<file path="src/rtl/spi_reg_ctrl.sv">
// spi_reg_ctrl: command sequencer between spi_slave word streams and a simple register bus.
//
// Each chip-select frame begins with a command word {rnw, addr}. A write frame carries one
// data word that is strobed onto the register bus. A read frame fetches the register and
// pushes it into the spi_slave tx stream; the word the master clocks in meanwhile is dropped.
// A synchronised spi_cs_n high in any non-idle state returns the sequencer to idle.
//
// Ports:
//   clk, rst_n             system clock, asynchronous active-low reset
//   rx_tdata/tvalid/tready word stream from spi_slave
//   tx_tdata/tvalid/tready read data toward spi_slave
//   spi_cs_n               raw chip select, synchronised internally
//   reg_addr/wdata/we/re   register bus request side
//   reg_rdata              register bus read data, valid the cycle after reg_re
//   err_addr, err_clr      sticky out-of-range command flag and its clear
module spi_reg_ctrl #(
  parameter int unsigned ADDR_W   = 7,
  parameter int unsigned NUM_REGS = 16
) (
  input  logic              clk,
  input  logic              rst_n,
  input  logic [ADDR_W:0]   rx_tdata,
  input  logic              rx_tvalid,
  output logic              rx_tready,
  output logic [ADDR_W:0]   tx_tdata,
  output logic              tx_tvalid,
  input  logic              tx_tready,
  input  logic              spi_cs_n,
  output logic [ADDR_W-1:0] reg_addr,
  output logic [ADDR_W:0]   reg_wdata,
  output logic              reg_we,
  output logic              reg_re,
  input  logic [ADDR_W:0]   reg_rdata,
  output logic              err_addr,
  input  logic              err_clr
);

  localparam int unsigned DataW = ADDR_W + 1;
  // Extra bit allows NUM_REGS == 2**ADDR_W to be represented.
  localparam logic [DataW-1:0] NumRegs = DataW'(NUM_REGS);

  typedef enum logic [2:0] {
    StIdle   = 3'd0,
    StWrData = 3'd1,
    StRdReq  = 3'd2,
    StRdWait = 3'd3,
    StTxPush = 3'd4,
    StDummy  = 3'd5
  } state_e;

  state_e            state_q, state_d;
  logic              cs_meta_q, cs_sync_q;
  logic              in_range_q, in_range_d;
  logic [ADDR_W-1:0] addr_q, addr_d;
  logic [DataW-1:0]  wdata_q, wdata_d;
  logic              we_q, we_d;
  logic              tx_valid_q, tx_valid_d;
  logic [DataW-1:0]  tx_data_q, tx_data_d;
  logic              err_q, err_d;
  logic              err_set;
  logic              rx_hs;
  logic              abort;
  logic              cmd_in_range;

  // Two-flop synchroniser; resets to "deselected".
  always_ff @(posedge clk or negedge rst_n) begin
    if (!rst_n) begin
      cs_meta_q <= 1'b1;
      cs_sync_q <= 1'b1;
    end else begin
      cs_meta_q <= spi_cs_n;
      cs_sync_q <= cs_meta_q;
    end
  end

  // Ready and read strobe depend on the registered state only.
  always_comb begin
    rx_tready = 1'b0;
    reg_re    = 1'b0;
    case (state_q)
      StIdle, StWrData, StDummy: rx_tready = 1'b1;
      StRdReq:                   reg_re    = in_range_q;
      default:                   ;
    endcase
  end

  assign rx_hs        = rx_tvalid & rx_tready;
  assign abort        = cs_sync_q;  // only acted on outside StIdle
  assign cmd_in_range = {1'b0, rx_tdata[ADDR_W-1:0]} < NumRegs;

  always_comb begin
    state_d    = state_q;
    in_range_d = in_range_q;
    addr_d     = addr_q;
    wdata_d    = wdata_q;
    we_d       = 1'b0;
    tx_valid_d = tx_valid_q;
    tx_data_d  = tx_data_q;
    err_set    = 1'b0;

    case (state_q)
      StIdle: begin
        if (rx_hs) begin
          addr_d     = rx_tdata[ADDR_W-1:0];
          in_range_d = cmd_in_range;
          err_set    = ~cmd_in_range;
          state_d    = rx_tdata[ADDR_W] ? StRdReq : StWrData;
        end
      end
      StWrData: begin
        // A data word arriving alongside an abort still completes the write.
        if (rx_hs) begin
          wdata_d = rx_tdata;
          we_d    = in_range_q;
          state_d = StIdle;
        end
        if (abort) state_d = StIdle;
      end
      StRdReq: begin
        state_d = abort ? StIdle : StRdWait;
      end
      StRdWait: begin
        tx_data_d = in_range_q ? reg_rdata : '0;
        if (abort) begin
          state_d = StIdle;
        end else begin
          tx_valid_d = 1'b1;
          state_d    = StTxPush;
        end
      end
      StTxPush: begin
        if (abort) begin
          tx_valid_d = 1'b0;
          state_d    = StIdle;
        end else if (tx_tready) begin
          tx_valid_d = 1'b0;
          state_d    = StDummy;
        end
      end
      StDummy: begin
        // Word shifted in while the read data went out carries no meaning.
        if (rx_hs || abort) state_d = StIdle;
      end
      default: begin
        tx_valid_d = 1'b0;
        state_d    = StIdle;
      end
    endcase
  end

  // Set takes priority over clear.
  assign err_d = err_set ? 1'b1 : (err_clr ? 1'b0 : err_q);

  always_ff @(posedge clk or negedge rst_n) begin
    if (!rst_n) begin
      state_q    <= StIdle;
      in_range_q <= 1'b0;
      addr_q     <= '0;
      wdata_q    <= '0;
      we_q       <= 1'b0;
      tx_valid_q <= 1'b0;
      tx_data_q  <= '0;
      err_q      <= 1'b0;
    end else begin
      state_q    <= state_d;
      in_range_q <= in_range_d;
      addr_q     <= addr_d;
      wdata_q    <= wdata_d;
      we_q       <= we_d;
      tx_valid_q <= tx_valid_d;
      tx_data_q  <= tx_data_d;
      err_q      <= err_d;
    end
  end

  assign reg_addr  = addr_q;
  assign reg_wdata = wdata_q;
  assign reg_we    = we_q;
  assign tx_tvalid = tx_valid_q;
  assign tx_tdata  = tx_data_q;
  assign err_addr  = err_q;

endmodule

</file>
<file path="config.mk">
export PLATFORM = sky130hd
export DESIGN_NAME = spi_reg_ctrl
export DESIGN_NICKNAME = d
export VERILOG_FILES = /design/src/rtl/spi_reg_ctrl.sv
export SDC_FILE = /design/constraint.sdc
export NUM_CORES = 1
export LEC_CHECK = 0
export CAP_MARGIN = 20
export CORE_MARGIN = 8
export CORE_UTILIZATION = 39
export CTS_CLUSTER_SIZE = 14
export DETAILED_ROUTE_END_ITERATION = 8
export GPL_TIMING_DRIVEN = 0
export PLACE_DENSITY = 0.83
export SLEW_MARGIN = 20
export SYNTH_ARGS = -nofsm -noshare
export SYNTH_HDL_FRONTEND = slang
export SYNTH_SLANG_ARGS = --single-unit
</file>
<file path="constraint.sdc">
create_clock -name clk -period 1.48 [get_ports clk]
set_clock_uncertainty 0.1 [all_clocks]
set_input_delay 0.222 -clock clk [delete_from_list [all_inputs] [get_ports clk]]
set_output_delay 0.222 -clock clk [all_outputs]
set_load 0.01 [all_outputs]
</file>
# --- Yosys cells after proc, flatten, opt, wreduce, memory -nomap -nowiden ---
# Index checks and enable logic that the tools add are counted.
totals:
  register_bits: 32
  out_inout_bits: 28
  elab_cells: 56
op_classes:
  magnitude_cmp: 1
  eq_ne: 10
  n_mux: 23
  n_bitwise: 3
  n_reduce_logical: 9
op_table:
  columns: ["cell", "n"]
  rows:
  - ["$mux 3", 7]
  - ["$pmux 3 s6", 1]
  - ["$mux 1", 11]
  - ["$mux 8", 1]
  - ["$lt 7x5->1 const B", 1]
  - ["$eq 3x2->1 const B", 2]
  - ["$eq 3x3->1 const B", 2]
  - ["$ne 2x2->1 const B", 3]
  - ["$ne 3x3->1 const B", 2]
  - ["$mux 2", 2]
  - ["$reduce_and 2->1", 2]
  - ["$reduce_and 4->1", 1]
  - ["$reduce_or 4->1", 1]
  - ["$eq 3x1->1 const B", 1]
  - ["$logic_not 3->1", 1]
  - ["$pmux 1 s3", 1]
  - ["$reduce_and 3->1", 1]
  - ["$reduce_or 3->1", 1]
  - ["$not 1->1", 2]
  - ["$reduce_bool 2->1", 1]
  - ["$and 1x1->1", 1]
  - ["$logic_or 1x1->1", 1]

# --- Depth between registers and ports, before layout ---
logic_depth:
  depth_word: 7
  mapped_depth: 5
  mapped_depth_nobuf: 3

# --- Worst setup path before layout ---
# No wires, ideal clock.
synth_path:
  path_kind: "register to register"
  startpoint: "reg state_q[2]"
  endpoint: "reg wdata_q[0] (netlist: reg_wdata[0])"
  setup_time_ns: 0.125
  arrival_time_ns: 1.273
  setup_slack_ns: -0.018
  stages_incl_launch_ff: 5
  cell_sequence: "dfrtp_1 > buf_6 > nand2b_4 > nor3_4 > mux2_2"
synth_between:
  elab_chain_cells: 5
  elab_cells_between_ends: 7
synth_rtl:
  columns: ["item", "line", "text"]
  rows:
  - ["from (decl)", "51", "state_e state_q, state_d;"]
  - ["from (signal assigned)", "156", "state_q <= StIdle;"]
  - ["from (signal assigned)", "165", "state_q <= state_d;"]
  - ["$eq 3x1->1 (tied with other cells)", "80, 101", null]
  - ["$reduce_or 3->1", "80", "case (state_q)"]
  - ["$mux 1", "80", null]
  - ["$and 1x1->1", "87", "assign rx_hs = rx_tvalid & rx_tready;"]
  - ["$reduce_and 2->1 (no line) *", null, null]
  - ["to (signal assigned)", "168", "wdata_q <= wdata_d;"]
  - ["to (decl)", "55", "logic [DataW-1:0] wdata_q, wdata_d;"]
# Mark *: on every way between the ends. The rest lies on a longest branch, timed or not.
# A chain may end at the register's enable or synchronous reset.

# --- Final worst setup path ---
layout_path:
  startpoint: "reg state_q[2]"
  endpoint: "out reg_re"
layout_between:
  elab_chain_cells: 2
layout_rtl:
  columns: ["item", "line", "text"]
  rows:
  - ["$eq 3x2->1", "80", null]
  - ["$mux 1", "80", null]
  - ["to (decl)", "32", "output logic reg_re,"]
# Every way passes these cells.

==> flow_results.org <==
** Run status
- Outcome :: complete, but fails checks
- Violated checks :: negative setup slack

** Final layout
- Final Non-Filler Cells :: approximately 220
- Final-stage net count :: 194
- The repair_antennas step left the layout with diodes totalling 0.
- In the final layout, the multi-input gates occupy 572 sq um.
- Of the cells placed in the final design, the portion with a size suffix greater than 1 is 0.318.
- The sequential cells in the finished layout cover a total of slightly above 800 sq um.
- Fill count :: between 200 and 300
- Post-synthesis to final-layout area growth :: 53.9%
- Post-layout utilization of the core :: 0.624

** Setup path
- Number of cells traversed by the worst register-to-register path :: 5
- In this run the critical register-to-register path is launched from state_q[0].
- The worst setup path is captured at an output pin.
- The setup check on the worst reg-to-reg path leaves a slack of -0.01 ns.
- Worst setup path class :: reg -> out
- STA classifies the critical path startpoint as a flop.
- Endpoint of the worst-slack reg-to-reg timing path :: reg_wdata[1]
- Top fanout value on the critical path :: 6
- Data arrival, critical path :: around 1.2 ns
- Data on the critical path is required at its endpoint by 1.16 ns.

** STA
- Post-route setup slack :: -0.0736 ns
- For the finished layout, the period the worst path requires is approximately 1.6 ns.
- Highest Clock Rate :: about 640 MHz
- Across all hold checks on the routed design, the worst slack comes to 0.181 ns.
- The final max-slew violation count was 0.
- Setup repair after global routing could not meet its margin everywhere.
- Rel. slew slack :: 0.522
- Actual transition at the worst max-transition pin :: about 0.7 ns
- Dividing the final minimum period by the clock period gives 1.05.
- The final hold violation count was 0.
- Setup violators final :: 10

** Global routing
- For met3 alone, demand over resource in global routing was 0.0652.
- Wire length of the first global-routing pass :: a little under 6000 um
- The number of global-route vias before repair came to 1215.
- In the global route stage, met1 resource usage came out at 0.160.
- The global routing stage identified its most utilized layer as met2.
- Routing usage on met2 :: 0.209
- Across every metal layer, demand over resource in global routing totals 0.136.
- Largest net degree at the start of global routing :: 33
- Global-route congestion overflow total :: 0
- The initial antenna violation count came to 0.

** Power and ir drop
- In this run the power density over the cells is around 1800 nW/um^2.
- Total leakage power :: about 0.0010 uW
- Summing internal, switching and leakage power gives 3710 uW.
- Peak ir drop on the vdd network :: approximately 0.0012 V

** Hold path
- Counting instances, the worst hold path has a depth of 1.
- The path with the worst hold slack has its endpoint at cs_meta_q.
- The min-delay analysis places its worst path in the category in -> reg.
- Startpoint of the worst hold path :: spi_cs_n

** Placed design
- Placer congestion estimate :: approximately 0.69
- Quantity of I/O buffers inserted on ports :: around 50
- Including well taps, the total number of placed cells is between 200 and 250.
- Sum of net half-perimeters after detailed placement :: around 2400 um

** Synthesis
- Flip-flop and latch count after synthesis :: 32
- Share of cell area taken by muxes after synthesis :: 0.149
- Most numerous cell in the Yosys netlist :: sky130_fd_sc_hd__dfrtp_1
- Yosys printed 0 warnings.
- Count of different cell masters after synthesis :: 28
- Cell area after synthesis :: about 1400 sq um
- In the synthesized netlist the async set-or-reset flop fraction comes to 1.00.
- Cell accounting for the most synthesized area :: sky130_fd_sc_hd__dfrtp_1
- In this run, synthesis inferred 0 flip-flops with an integrated enable.
- Top cell types by occurrence after synthesis :: sky130_fd_sc_hd__dfrtp_1, sky130_fd_sc_hd__mux2_2, sky130_fd_sc_hd__nand2_1
- The share of synthesized area in the top cell type comes to 0.555.
- Simple-gate portion of the synthesized area :: 0.136
- The number of nets in the synthesized netlist is 129.
- In the post-synthesis netlist, the biggest area contributors are sky130_fd_sc_hd__dfrtp_1, sky130_fd_sc_hd__mux2_2, sky130_fd_sc_hd__nand2_1, sky130_fd_sc_hd__dfstp_2, sky130_fd_sc_hd__o21ai_0.
- Of the synthesized area, sequential elements account for 0.594.
- Avg Synthesized Cell Area :: approximately 13 sq um
- Of the total synthesized cell area, the portion taken by full adders, half adders and majority gates is 0.
- Of the total synthesized cell area, the portion taken by XOR and XNOR cells is 0.
- Gate count after technology mapping :: 107
- For this run, the leading register cell type out of synthesis is sky130_fd_sc_hd__dfrtp_1.
- The synthesized-area fraction occupied by ao, oa, aoi and oai cells came to 0.0814.
- By area, the combinational part of the netlist is dominated by multiplexers.

** Clock tree
- Skew-Pair Late Insertion Delay :: roughly 0.33 ns
- CTS Sinks :: 32
- TritonCTS built the clock tree.
- CTS clock-pin slew for the worst setup and hold paths :: ~0.10 ns
- Number of levels in the clock H-tree :: 2
- The cell sitting at the root of the clock tree is a sky130_fd_sc_hd__clkbuf_4.
- Counting the buffers created by CTS gives 5.
- Counting along the longest clock path gives a buffer depth of 2.

** Die
- For this configuration, the core starts out at a cell density of 0.405.
- Count of boundary I/O pins :: 50
- In this run the horizontal extent of the chip is between 70 and 80 um.
- Die Area :: 5610 sq um
- Die Y-Extent :: about 75 um
- Area of the core :: 3340 sq um
- Standard-cell row count :: 21

** Detailed routing
- Before antenna repair, the detailed router went through 4 iterations.
- Across all layers, the routed design uses 1056 vias.
- Iter 0 DRT Violations :: 32
- In the routed layout, each cell is associated on average with a via count of just under 5.
- In the final routed layout, each cell accounts on average for ~16 um.
- DRC Markers :: 0
- Wires add up to ~3500 um.
- The count of nets left with antenna violations once routing finished came out at 0.

** Run
- Max-cap violations :: 0
-- cells by family (layout without fill, tap and decap cells) --
kind of cell,Yosys count,after routing
multiplexers,18,18
AO/OA/AOI/OAI,18,18
AND/OR/NAND/NOR,30,30
buffers and inverters,9,75
flip-flops,32,32
-- layout make-up --
cell class / instances / share of cell area
Sequential cell: 32 / 0.387
Multi-Input combinational cell: 66 / 0.275
Timing Repair Buffer: 60 / 0.263
Tap cell: 46 / 0.0276
Clock buffer: 5 / 0.0180
Buffer: 4 / 0.0150
Clock inverter: 3 / 0.00901
Inverter: 3 / 0.00541
-- per-layer routing --
metal	share of wire	routed length (um)
met3	0.10	351
met1	0.43	1500
met4	0.013	44
met2	0.46	1600
met5	0	0
-- flip-flops by register name, indices dropped and copies added, names as in the netlist --
name,flops
err_addr,1
tx_tvalid,1
state_q,3
cs_meta_q,1
reg_addr,7
reg_wdata,8
reg_we,1
tx_tdata,8
in_range_q,1
abort,1
-- through the flow --
step | worst slack (ns) | TNS, ns | instance area [sq um]
6_report | -0.0736 | -0.141 | 2080
5_1_grt | -0.132 | -0.805 | 2080
3_5_place_dp | -0.438 | -7.48 | 1900
3_3_place_gp | -0.437 | -20.60 | 1900
2_1_floorplan | -0.0178 | -0.190 | 1350
4_1_cts | -0.151 | -1.30 | 2070
-- repair_timing --
action                     CTS  global route
hold buffers                 1             0
pin swaps                    4             2
setup buffers                8             2
setup endpoints to repair   45            18
hold endpoints to repair    30             0
gates resized for setup     57             4
-- where the power goes --
group	internal, uW	switching, uW	leakage [uW]
Sequential	1220	187	0.000391
Clock	182	312	0.0000349
Combinational	1020	787	0.000571
Total	2420	1290	0.000996
-- critical path, stage by stage (launching register included) --
cell                       delay [ns]
sky130_fd_sc_hd__dfrtp_2         0.46
sky130_fd_sc_hd__nand2b_4        0.16
sky130_fd_sc_hd__nor3b_2         0.14
sky130_fd_sc_hd__buf_2           0.15
-- worst max path at each step --
stage,from,end,depth (start not counted)
2_1_floorplan,state_q[2],reg_wdata[0],4
3_3_place_gp,rst_n,tx_tdata[5],1
3_5_place_dp,rx_tvalid,reg_wdata[4],4
4_1_cts,state_q[2],reg_re,4
5_1_grt,state_q[2],reg_re,3
6_report,state_q[2],reg_re,3
-- cells in the final DEF, fill, tap and decap left out, types with 2 or more instances in the layout --
master / n
sky130_fd_sc_hd__buf_2: 4
sky130_fd_sc_hd__buf_4: 9
sky130_fd_sc_hd__buf_6: 3
sky130_fd_sc_hd__clkbuf_4: 5
sky130_fd_sc_hd__clkdlybuf4s50_1: 20
sky130_fd_sc_hd__clkinv_2: 2
sky130_fd_sc_hd__dfrtp_1: 28
sky130_fd_sc_hd__dfrtp_2: 2
sky130_fd_sc_hd__dfstp_2: 2
sky130_fd_sc_hd__dlygate4sd2_1: 26
sky130_fd_sc_hd__inv_1: 2
sky130_fd_sc_hd__mux2_4: 16
sky130_fd_sc_hd__nand2_1: 16
sky130_fd_sc_hd__nand2b_1: 2
sky130_fd_sc_hd__nand2b_4: 2
sky130_fd_sc_hd__nor2_1: 2
sky130_fd_sc_hd__nor3_4: 2
sky130_fd_sc_hd__nor4_1: 2
sky130_fd_sc_hd__o21ai_0: 8
sky130_fd_sc_hd__o22ai_1: 3
Note: power is estimated with default switching activity, not from simulation.
